`src/rtl/mem_arbiter_pkg.sv`:
```
// -----------------------------------------------------------------------------
// mem_arb_pkg
// Shared definitions for the I/D memory arbiter:
//   - default address/data widths and timeout
//   - arbiter FSM state type
//   - requester port identifiers
//   - round-robin grant selection helper
// -----------------------------------------------------------------------------
package mem_arb_pkg;

    localparam int unsigned DEF_ADDR_W      = 32;
    localparam int unsigned DEF_DATA_W      = 32;
    localparam int unsigned DEF_TIMEOUT_CYC = 64;

    typedef enum logic [1:0] {
        ST_IDLE  = 2'd0,
        ST_ISSUE = 2'd1,
        ST_WAIT  = 2'd2,
        ST_RESP  = 2'd3
    } state_e;

    typedef logic port_t;

    localparam port_t PORT_I = 1'b0;
    localparam port_t PORT_D = 1'b1;

    // Single requester wins outright; on a tie the port that was not served
    // last gets the grant.
    function automatic port_t rr_pick(input logic  req_i_port,
                                      input logic  req_d_port,
                                      input port_t last_grant);
        port_t pick;
        if (req_i_port && req_d_port) begin
            pick = (last_grant == PORT_I) ? PORT_D : PORT_I;
        end else if (req_d_port) begin
            pick = PORT_D;
        end else begin
            pick = PORT_I;
        end
        return pick;
    endfunction

endpackage

```
`src/rtl/mem_arbiter.sv`:
```
// -----------------------------------------------------------------------------
// mem_arbiter
// Shares a single-port memory between instruction fetch (port I, read-only)
// and load/store (port D, read/write). Round-robin arbitration, one memory
// transaction in flight, per-transaction timeout with error response.
//
// Ports:
//   clk, rst                 clock (rising edge), async active-high reset
//   i_req/i_addr             fetch request (held until i_ack)
//   i_ack/i_rdata/i_err      one-cycle fetch response
//   d_req/d_we/d_addr/d_wdata data request (held until d_ack)
//   d_ack/d_rdata/d_err      one-cycle data response (rdata = 0 for writes)
//   mem_r_enable/mem_w_enable/mem_address/mem_word_in  memory command
//   mem_word_out/mem_rdy     memory read data and ready
//   busy                     high whenever the arbiter is not IDLE
// -----------------------------------------------------------------------------
module mem_arbiter
    import mem_arb_pkg::*;
#(
    parameter int unsigned ADDR_W      = DEF_ADDR_W,
    parameter int unsigned DATA_W      = DEF_DATA_W,
    parameter int unsigned TIMEOUT_CYC = DEF_TIMEOUT_CYC
) (
    input  logic              clk,
    input  logic              rst,

    input  logic              i_req,
    input  logic [ADDR_W-1:0] i_addr,
    output logic              i_ack,
    output logic [DATA_W-1:0] i_rdata,
    output logic              i_err,

    input  logic              d_req,
    input  logic              d_we,
    input  logic [ADDR_W-1:0] d_addr,
    input  logic [DATA_W-1:0] d_wdata,
    output logic              d_ack,
    output logic [DATA_W-1:0] d_rdata,
    output logic              d_err,

    output logic              mem_r_enable,
    output logic              mem_w_enable,
    output logic [ADDR_W-1:0] mem_address,
    output logic [DATA_W-1:0] mem_word_in,
    input  logic [DATA_W-1:0] mem_word_out,
    input  logic              mem_rdy,

    output logic              busy
);

    // A zero timeout still needs a legal 1-bit counter; it is never compared.
    localparam int unsigned CW = (TIMEOUT_CYC > 0) ? $clog2(TIMEOUT_CYC + 1) : 1;
    localparam logic [CW-1:0] CNT_LAST = CW'((TIMEOUT_CYC > 0) ? TIMEOUT_CYC - 1 : 0);

    state_e            state_q, state_d;
    port_t             port_q, port_d;
    port_t             last_q, last_d;
    logic              we_q, we_d;
    logic [CW-1:0]     cnt_q, cnt_d;
    logic [ADDR_W-1:0] addr_q, addr_d;
    logic [DATA_W-1:0] wdata_q, wdata_d;
    logic              r_en_q, r_en_d;
    logic              w_en_q, w_en_d;

    logic              i_ack_q, i_ack_d;
    logic [DATA_W-1:0] i_rdata_q, i_rdata_d;
    logic              i_err_q, i_err_d;
    logic              d_ack_q, d_ack_d;
    logic [DATA_W-1:0] d_rdata_q, d_rdata_d;
    logic              d_err_q, d_err_d;

    port_t             grant;
    logic              grant_we;
    logic              timeout_hit;
    logic              resp_fire;
    logic              resp_err;
    logic [DATA_W-1:0] resp_data;

    // cnt_q holds the number of completed WAIT cycles without mem_rdy, so the
    // limit is hit while the TIMEOUT_CYC-th such cycle is in progress.
    assign timeout_hit = (TIMEOUT_CYC != 0) && (cnt_q == CNT_LAST);

    always_comb begin
        state_d   = state_q;
        port_d    = port_q;
        last_d    = last_q;
        we_d      = we_q;
        cnt_d     = cnt_q;
        addr_d    = addr_q;
        wdata_d   = wdata_q;
        r_en_d    = r_en_q;
        w_en_d    = w_en_q;
        resp_fire = 1'b0;
        resp_err  = 1'b0;
        resp_data = '0;

        grant    = rr_pick(i_req, d_req, last_q);
        grant_we = (grant == PORT_D) && d_we;

        case (state_q)
            ST_IDLE: begin
                if (i_req || d_req) begin
                    port_d  = grant;
                    we_d    = grant_we;
                    addr_d  = (grant == PORT_D) ? d_addr : i_addr;
                    wdata_d = grant_we ? d_wdata : '0;
                    r_en_d  = !grant_we;
                    w_en_d  = grant_we;
                    state_d = ST_ISSUE;
                end
            end
            ST_ISSUE: begin
                // mem_rdy is not looked at here: the memory has not yet seen
                // the enable.
                cnt_d   = '0;
                state_d = ST_WAIT;
            end
            ST_WAIT: begin
                if (mem_rdy) begin
                    r_en_d    = 1'b0;
                    w_en_d    = 1'b0;
                    resp_fire = 1'b1;
                    resp_data = we_q ? '0 : mem_word_out;
                    state_d   = ST_RESP;
                end else if (timeout_hit) begin
                    r_en_d    = 1'b0;
                    w_en_d    = 1'b0;
                    resp_fire = 1'b1;
                    resp_err  = 1'b1;
                    state_d   = ST_RESP;
                end else if (cnt_q != '1) begin
                    cnt_d = cnt_q + CW'(1);
                end
            end
            ST_RESP: begin
                last_d  = port_q;
                state_d = ST_IDLE;
            end
            default: begin
                state_d = ST_IDLE;
            end
        endcase

        // Response registers load on the WAIT->RESP edge so ack/rdata/err are
        // all valid during RESP and zero otherwise.
        i_ack_d   = resp_fire && (port_q == PORT_I);
        i_err_d   = i_ack_d && resp_err;
        i_rdata_d = i_ack_d ? resp_data : '0;
        d_ack_d   = resp_fire && (port_q == PORT_D);
        d_err_d   = d_ack_d && resp_err;
        d_rdata_d = d_ack_d ? resp_data : '0;
    end

    always_ff @(posedge clk or posedge rst) begin
        if (rst) begin
            state_q   <= ST_IDLE;
            port_q    <= PORT_I;
            last_q    <= PORT_I;
            we_q      <= 1'b0;
            cnt_q     <= '0;
            addr_q    <= '0;
            wdata_q   <= '0;
            r_en_q    <= 1'b0;
            w_en_q    <= 1'b0;
            i_ack_q   <= 1'b0;
            i_rdata_q <= '0;
            i_err_q   <= 1'b0;
            d_ack_q   <= 1'b0;
            d_rdata_q <= '0;
            d_err_q   <= 1'b0;
        end else begin
            state_q   <= state_d;
            port_q    <= port_d;
            last_q    <= last_d;
            we_q      <= we_d;
            cnt_q     <= cnt_d;
            addr_q    <= addr_d;
            wdata_q   <= wdata_d;
            r_en_q    <= r_en_d;
            w_en_q    <= w_en_d;
            i_ack_q   <= i_ack_d;
            i_rdata_q <= i_rdata_d;
            i_err_q   <= i_err_d;
            d_ack_q   <= d_ack_d;
            d_rdata_q <= d_rdata_d;
            d_err_q   <= d_err_d;
        end
    end

    assign i_ack        = i_ack_q;
    assign i_rdata      = i_rdata_q;
    assign i_err        = i_err_q;
    assign d_ack        = d_ack_q;
    assign d_rdata      = d_rdata_q;
    assign d_err        = d_err_q;
    assign mem_r_enable = r_en_q;
    assign mem_w_enable = w_en_q;
    assign mem_address  = addr_q;
    assign mem_word_in  = wdata_q;
    assign busy         = (state_q != ST_IDLE);

endmodule
```
`config.mk`:
```
export PLATFORM = sky130hd
export DESIGN_NAME = mem_arbiter
export DESIGN_NICKNAME = d
export VERILOG_FILES = /design/src/rtl/mem_arbiter_pkg.sv /design/src/rtl/mem_arbiter.sv
export SDC_FILE = /design/constraint.sdc
export NUM_CORES = 1
export LEC_CHECK = 0
export BUFFER_PORTS_ARGS = -buffer_cell sky130_fd_sc_hd__buf_2
export CORE_MARGIN = 5
export CORE_UTILIZATION = 41
export CTS_CLUSTER_DIAMETER = 60
export CTS_CLUSTER_SIZE = 30
export DETAILED_ROUTE_END_ITERATION = 6
export PLACE_DENSITY = 0.75
export RECOVER_POWER = 100
export SLEW_MARGIN = 5
export SYNTH_ARGS = -nofsm -noshare
export SYNTH_HDL_FRONTEND = slang
export SYNTH_SLANG_ARGS = --single-unit
```
`constraint.sdc`:
```
create_clock -name clk -period 4.5 [get_ports clk]
set_input_delay 0.675 -clock clk [delete_from_list [all_inputs] [get_ports clk]]
set_output_delay 0.675 -clock clk [all_outputs]
set_load 0.05 [all_outputs]
```
==> After elaboration in Yosys (flattened, before gate mapping) <==
Cells that the tools add are included.
{ "word_totals": {"register_bits": 146, "elab_cells": 72} }
{ "classes": {"n_eq_ne": 10, "n_mux": 29, "reduce_logical": 16, "n_bitwise": 1, "n_addsub": 1} }
{ "ops": {"columns": ["op", "count"], "rows": [
  ["$mux 32", 7],
  ["$mux 7", 3],
  ["$pmux 7 s2", 1],
  ["$mux 1", 12],
  ["$ne 2x2->1 const B", 4],
  ["$pmux 2 s4", 1],
  ["$add 7x1->7 const B", 1],
  ["$eq 7x6->1 const B", 1],
  ["$ne 7x7->1 const B", 1],
  ["$logic_and 1x1->1", 6],
  ["$mux 2", 3],
  ["$reduce_bool 2->1", 3],
  ["$eq 2x2->1 const B", 2],
  ["$pmux 1 s2", 2],
  ["$reduce_and 2->1", 2],
  ["$reduce_and 4->1", 1],
  ["$ne 3x3->1 const B", 1],
  ["$reduce_and 3->1", 1],
  ["$eq 2x1->1 const B", 1],
  ["$logic_not 2->1", 1],
  ["$logic_not 1->1", 1],
  ["$logic_or 1x1->1", 1],
  ["$not 1->1", 1]
]} }

==> Longest topological paths before layout <==
{ "logic_depth": {"word_depth": 6, "depth_mapped": 7} }

==> Worst setup path before layout <==
No wires, ideal clock.
{ "synth_timing": {"path_type": "reg2reg", "start": "register state_q[0]", "end": "register state_q[1]", "n_path_buf": 0, "arrival_time_ps": 1657, "setup_slack_ps": 2718, "path_stages_with_launch": 7, "synth_period_minus_slack_ps": 1782, "cell_sequence": "dfrtp_1 -> inv_1 -> ha_1 -> inv_1 -> nor3_1 -> a21o_1 -> mux2_4"} }
{ "synth_via": {"elab_chain_len": 3} }
{ "synth_rtl": {"columns": ["element", "line_no", "rtl"], "rows": [
  ["from (decl)", "mem_arbiter.sv:55", "state_e state_q, state_d;"],
  ["from (signal assigned)", "mem_arbiter.sv:172", "state_q <= state_d;"],
  ["$eq 2x2->1 or $logic_not 2->1 (tied branches)", "mem_arbiter.sv:100", "case (state_q)"],
  ["$ne 3x3->1 (no line) or $ne 2x2->1 (tied branches)", null, null],
  ["$reduce_and 2->1 (no line)", null, null]
]} }
Parallel ways exist; a longest one is shown, timed or not.
A chain may end at the register's enable or synchronous reset.

==> Worst setup path after layout <==
{ "layout_timing": {"start": "input d_req", "end": "register addr_q[3] (netlist: mem_address[3])"} }
{ "layout_via": {"elab_chain_len": 3} }
{ "layout_rtl": {"columns": ["element", "line_no", "rtl"], "rows": [
  ["from (decl)", "mem_arbiter.sv:33", "input logic d_req,"],
  ["$mux 1 or $logic_and 1x1->1 (tied branches)", "mem_arbiter_pkg.sv:35, mem_arbiter_pkg.sv:33", null],
  ["$mux 1", "mem_arbiter_pkg.sv:33", "if (req_i_port && req_d_port) begin"],
  ["$mux 32", "mem_arbiter.sv:105", "addr_d = (grant == PORT_D) ? d_addr : i_addr;"],
  ["to (signal assigned)", "mem_arbiter.sv:177", "addr_q <= addr_d;"],
  ["to (decl)", "mem_arbiter.sv:60", "logic [ADDR_W-1:0] addr_q, addr_d;"]
]} }
Parallel ways exist; a longest one is shown, timed or not.

==> reports/summary.txt <==
Vias per Instance = 4.85
CTS tree = built
IO Port Bufs = 268
Period minus WS final = 3.01 ns
initial antenna violation count = 1
Critical Path, Cell by Cell = clkbuf_1 -> a21boi_0 -> clkbuf_1 -> mux2i_1 -> o21ai_0
final hold vios = 0
Post-DP HPWL = 11200 µm
mean cell area of the mapped netlist = 12.8 µm²
Tot GR Track Use = 19.0%
setup TNS = 0 ns
largest stage delay on the critical path = 1.65 ns
Crit-path slowest cell = clkbuf_1
clock latency on the worst-skew pair = 0.41 ns
unrepaired setup endpoints after global routing = no
Total Wirelength = 14700 µm
Post CTS Setup Buffer Count = 0
YS warnings = 0
peak supply drop = 303 µV
core area = 0.0132 mm²
fin crit share = 67.0%
Post-synth EDFFs = 0
Power Density = 762 mW/mm²
ANT nets after route = 0
Mapped Nets = 569
largest net degree at the start of global routing = 78
slew of the pin with the lowest slew margin = 2.27 ns
Die Width = 126 µm
vias post-DR = 4301
top_reg_cell synth = dfrtp_1
global-route wire length before repair = 23700 µm
cts repair resizes = 0
Crit Reg-Reg Startpoint = last_q$_DFFE_PP0N_
final setup vio count = 0
CP Max Fanout = 33
status = complete, but fails checks
Rel. slew slack = -51.2%
Max Fclk = 332 MHz
vias in the first global route = 4630
Initial Util = 41.5%
layout cells sized above 1 = 23.7%
hold-fix buffers at CTS = 0
Worst Reg-to-Reg Cells = 4
Residual DRC = 0
clk buf depth = 2
io pins = 269
CP arrival = 3.34 ns
leakage = 3.65 nW
max cap viols = 2
Clock Skew = 0.00796 ns
clock sinks = 146
Post-Layout Cell Count = 886
H-tree lvl count = 4
clock root cell = clkbuf_16
placed cell areas = 0.00703 mm²
CP Capture Type = flip-flop
fin util = 56.0%
die area = 0.0158 mm²
Post-synth ARST share = 100%
drt first pass iters = 4
kind of critical path = primary input to flip-flop
synthesized area = 0.00548 mm²
violations in the final reports = capacitance limit, slew limit
CTS Buf Count = 17
CP required = 4.82 ns
cell mode on critical path = clkbuf_1
# diodes = 0
net count reported at finish = 837
Critical Path Start Type = primary input
grt total ovfl = 0
CTS clock-pin slew for the worst setup and hold paths = 0.06 ns
Area growth syn-to-layout = 34.7%
Hold/Removal Path Class = primary input to async pin
Non-Filler Cell Area, Final = 0.00738 mm²
dpl cells = 854
Synth Register Bits = 146
Routability Congestion = 0.913
Die Height = 126 µm
Final Max Tran Viols = 112
crit path from = d_req
row count = 42
Syn Inst Count = 429
Seq/Total Area, Yosys = 66.7%
per-cell routed wire length = 16.6 µm
Netlist cell types = 33
initial drt markers = 165
## flip-flops by register name (all words and copies together), names as in the netlist
name / count
cnt_q: 7
d_ack: 1
d_err: 1
d_rdata: 32
i_ack: 1
i_err: 1
i_rdata: 32
last_q: 1
mem_address: 32
mem_r_enable: 1
mem_w_enable: 1
mem_word_in: 32
port_q: 1
state_q: 2
we_q: 1
## kinds of logic after synthesis
logic type | count (synthesis) | synth area share (%)
flops | 146 | 66.7
buf+inv | 36 | 2.72
mux | 34 | 6.33
compound gates | 85 | 10.7
simple gates | 122 | 12.2
fa+ha+maj | 6 | 1.37
## worst max-delay path, delay by kind of cell
kind | cells | cell delay (ns)
AOI/OAI and AO/OA | 2 | 0.49
buffers and inverters | 2 | 1.84
muxes | 1 | 0.32
## where the power goes
group	total (W)	switching [W]	internal, W
sequential	0.00191	0.000216	0.00169
combinational	0.00235	0.00187	0.000482
clock	0.00137	0.000509	0.000856
## Yosys cell counts, drive strengths merged, types with 3 or more instances
master,number,area (µm²)
a21o,3,22.5
a21oi,4,20.0
a221oi,3,26.3
a22o,33,289
and2,65,407
buf,11,55.1
clkbuf,14,52.6
dfrtp,146,3650
ha,6,75.1
inv,11,41.3
mux2i,32,320
nand2,37,139
nand3,3,20.0
nor3,6,30.0
o21ai,36,180
## cell usage in the layout, fill, tap and decap left out, types with 2 or more instances in the layout
cell type	n
dfrtp_1	146
and2_0	40
a21oi_1	4
a221oi_1	3
clkinv_2	3
bufinv_16	2
inv_1	10
buf_2	132
nor3_1	6
o21ai_0	35
a22o_1	33
nor2b_1	2
clkbuf_16	17
a21o_1	3
clkbuf_1	142
buf_4	2
clkbuf_8	3
ha_1	6
mux2i_1	32
nor2_1	2
nand3_1	2
nand2_1	37
clkinvlp_4	4
and2_1	25
o211ai_1	2
## layer usage
layer / track usage (%) / vias up / wire [µm]
li1: - / 1994 / -
met3: 10.1 / 27 / 1680
met2: 31.0 / 213 / 7100
met1: 21.3 / 2065 / 5590
met4: 6.95 / 2 / 296
met5: 0 / - / 13
## final timing paths
path                       slack, ns                           to
min in group clk                0.48        i_rdata[12]$_DFF_PP0_
max in group asynchronous       2.02  mem_word_in[12]$_DFFE_PP0P_
max reg2reg                     1.61   mem_address[3]$_DFFE_PP0P_
max                             1.49   mem_address[3]$_DFFE_PP0P_
min reg2reg                     0.48   mem_address[2]$_DFFE_PP0P_
min                             0.32              d_ack$_DFF_PP0_
## cell type report
| cell class | count | area [µm²] |
|---|---|---|
| sequential | 146 | 3650 |
| inverter | 11 | 42.5 |
| clock buffer | 23 | 478 |
| tap | 176 | 220 |
| fill | 1209 | 5810 |
| clock inverter | 9 | 105 |
| timing repair buffer | 274 | 1200 |
| multi-input combinational | 247 | 1680 |
## stage by stage
stage | hold WS (ns) | worst slack [ns] | power [W]
after floorplan | 0.455 | 1.99 | 0.00375
after global placement | 0.459 | 2.08 | 0.00435
after detailed placement | 0.468 | 2.05 | 0.00442
after CTS | 0.238 | 2.17 | 0.00580
after global routing | 0.374 | 1.22 | 0.00593
final | 0.322 | 1.49 | 0.00563
Power figures use the tool's default switching activity.
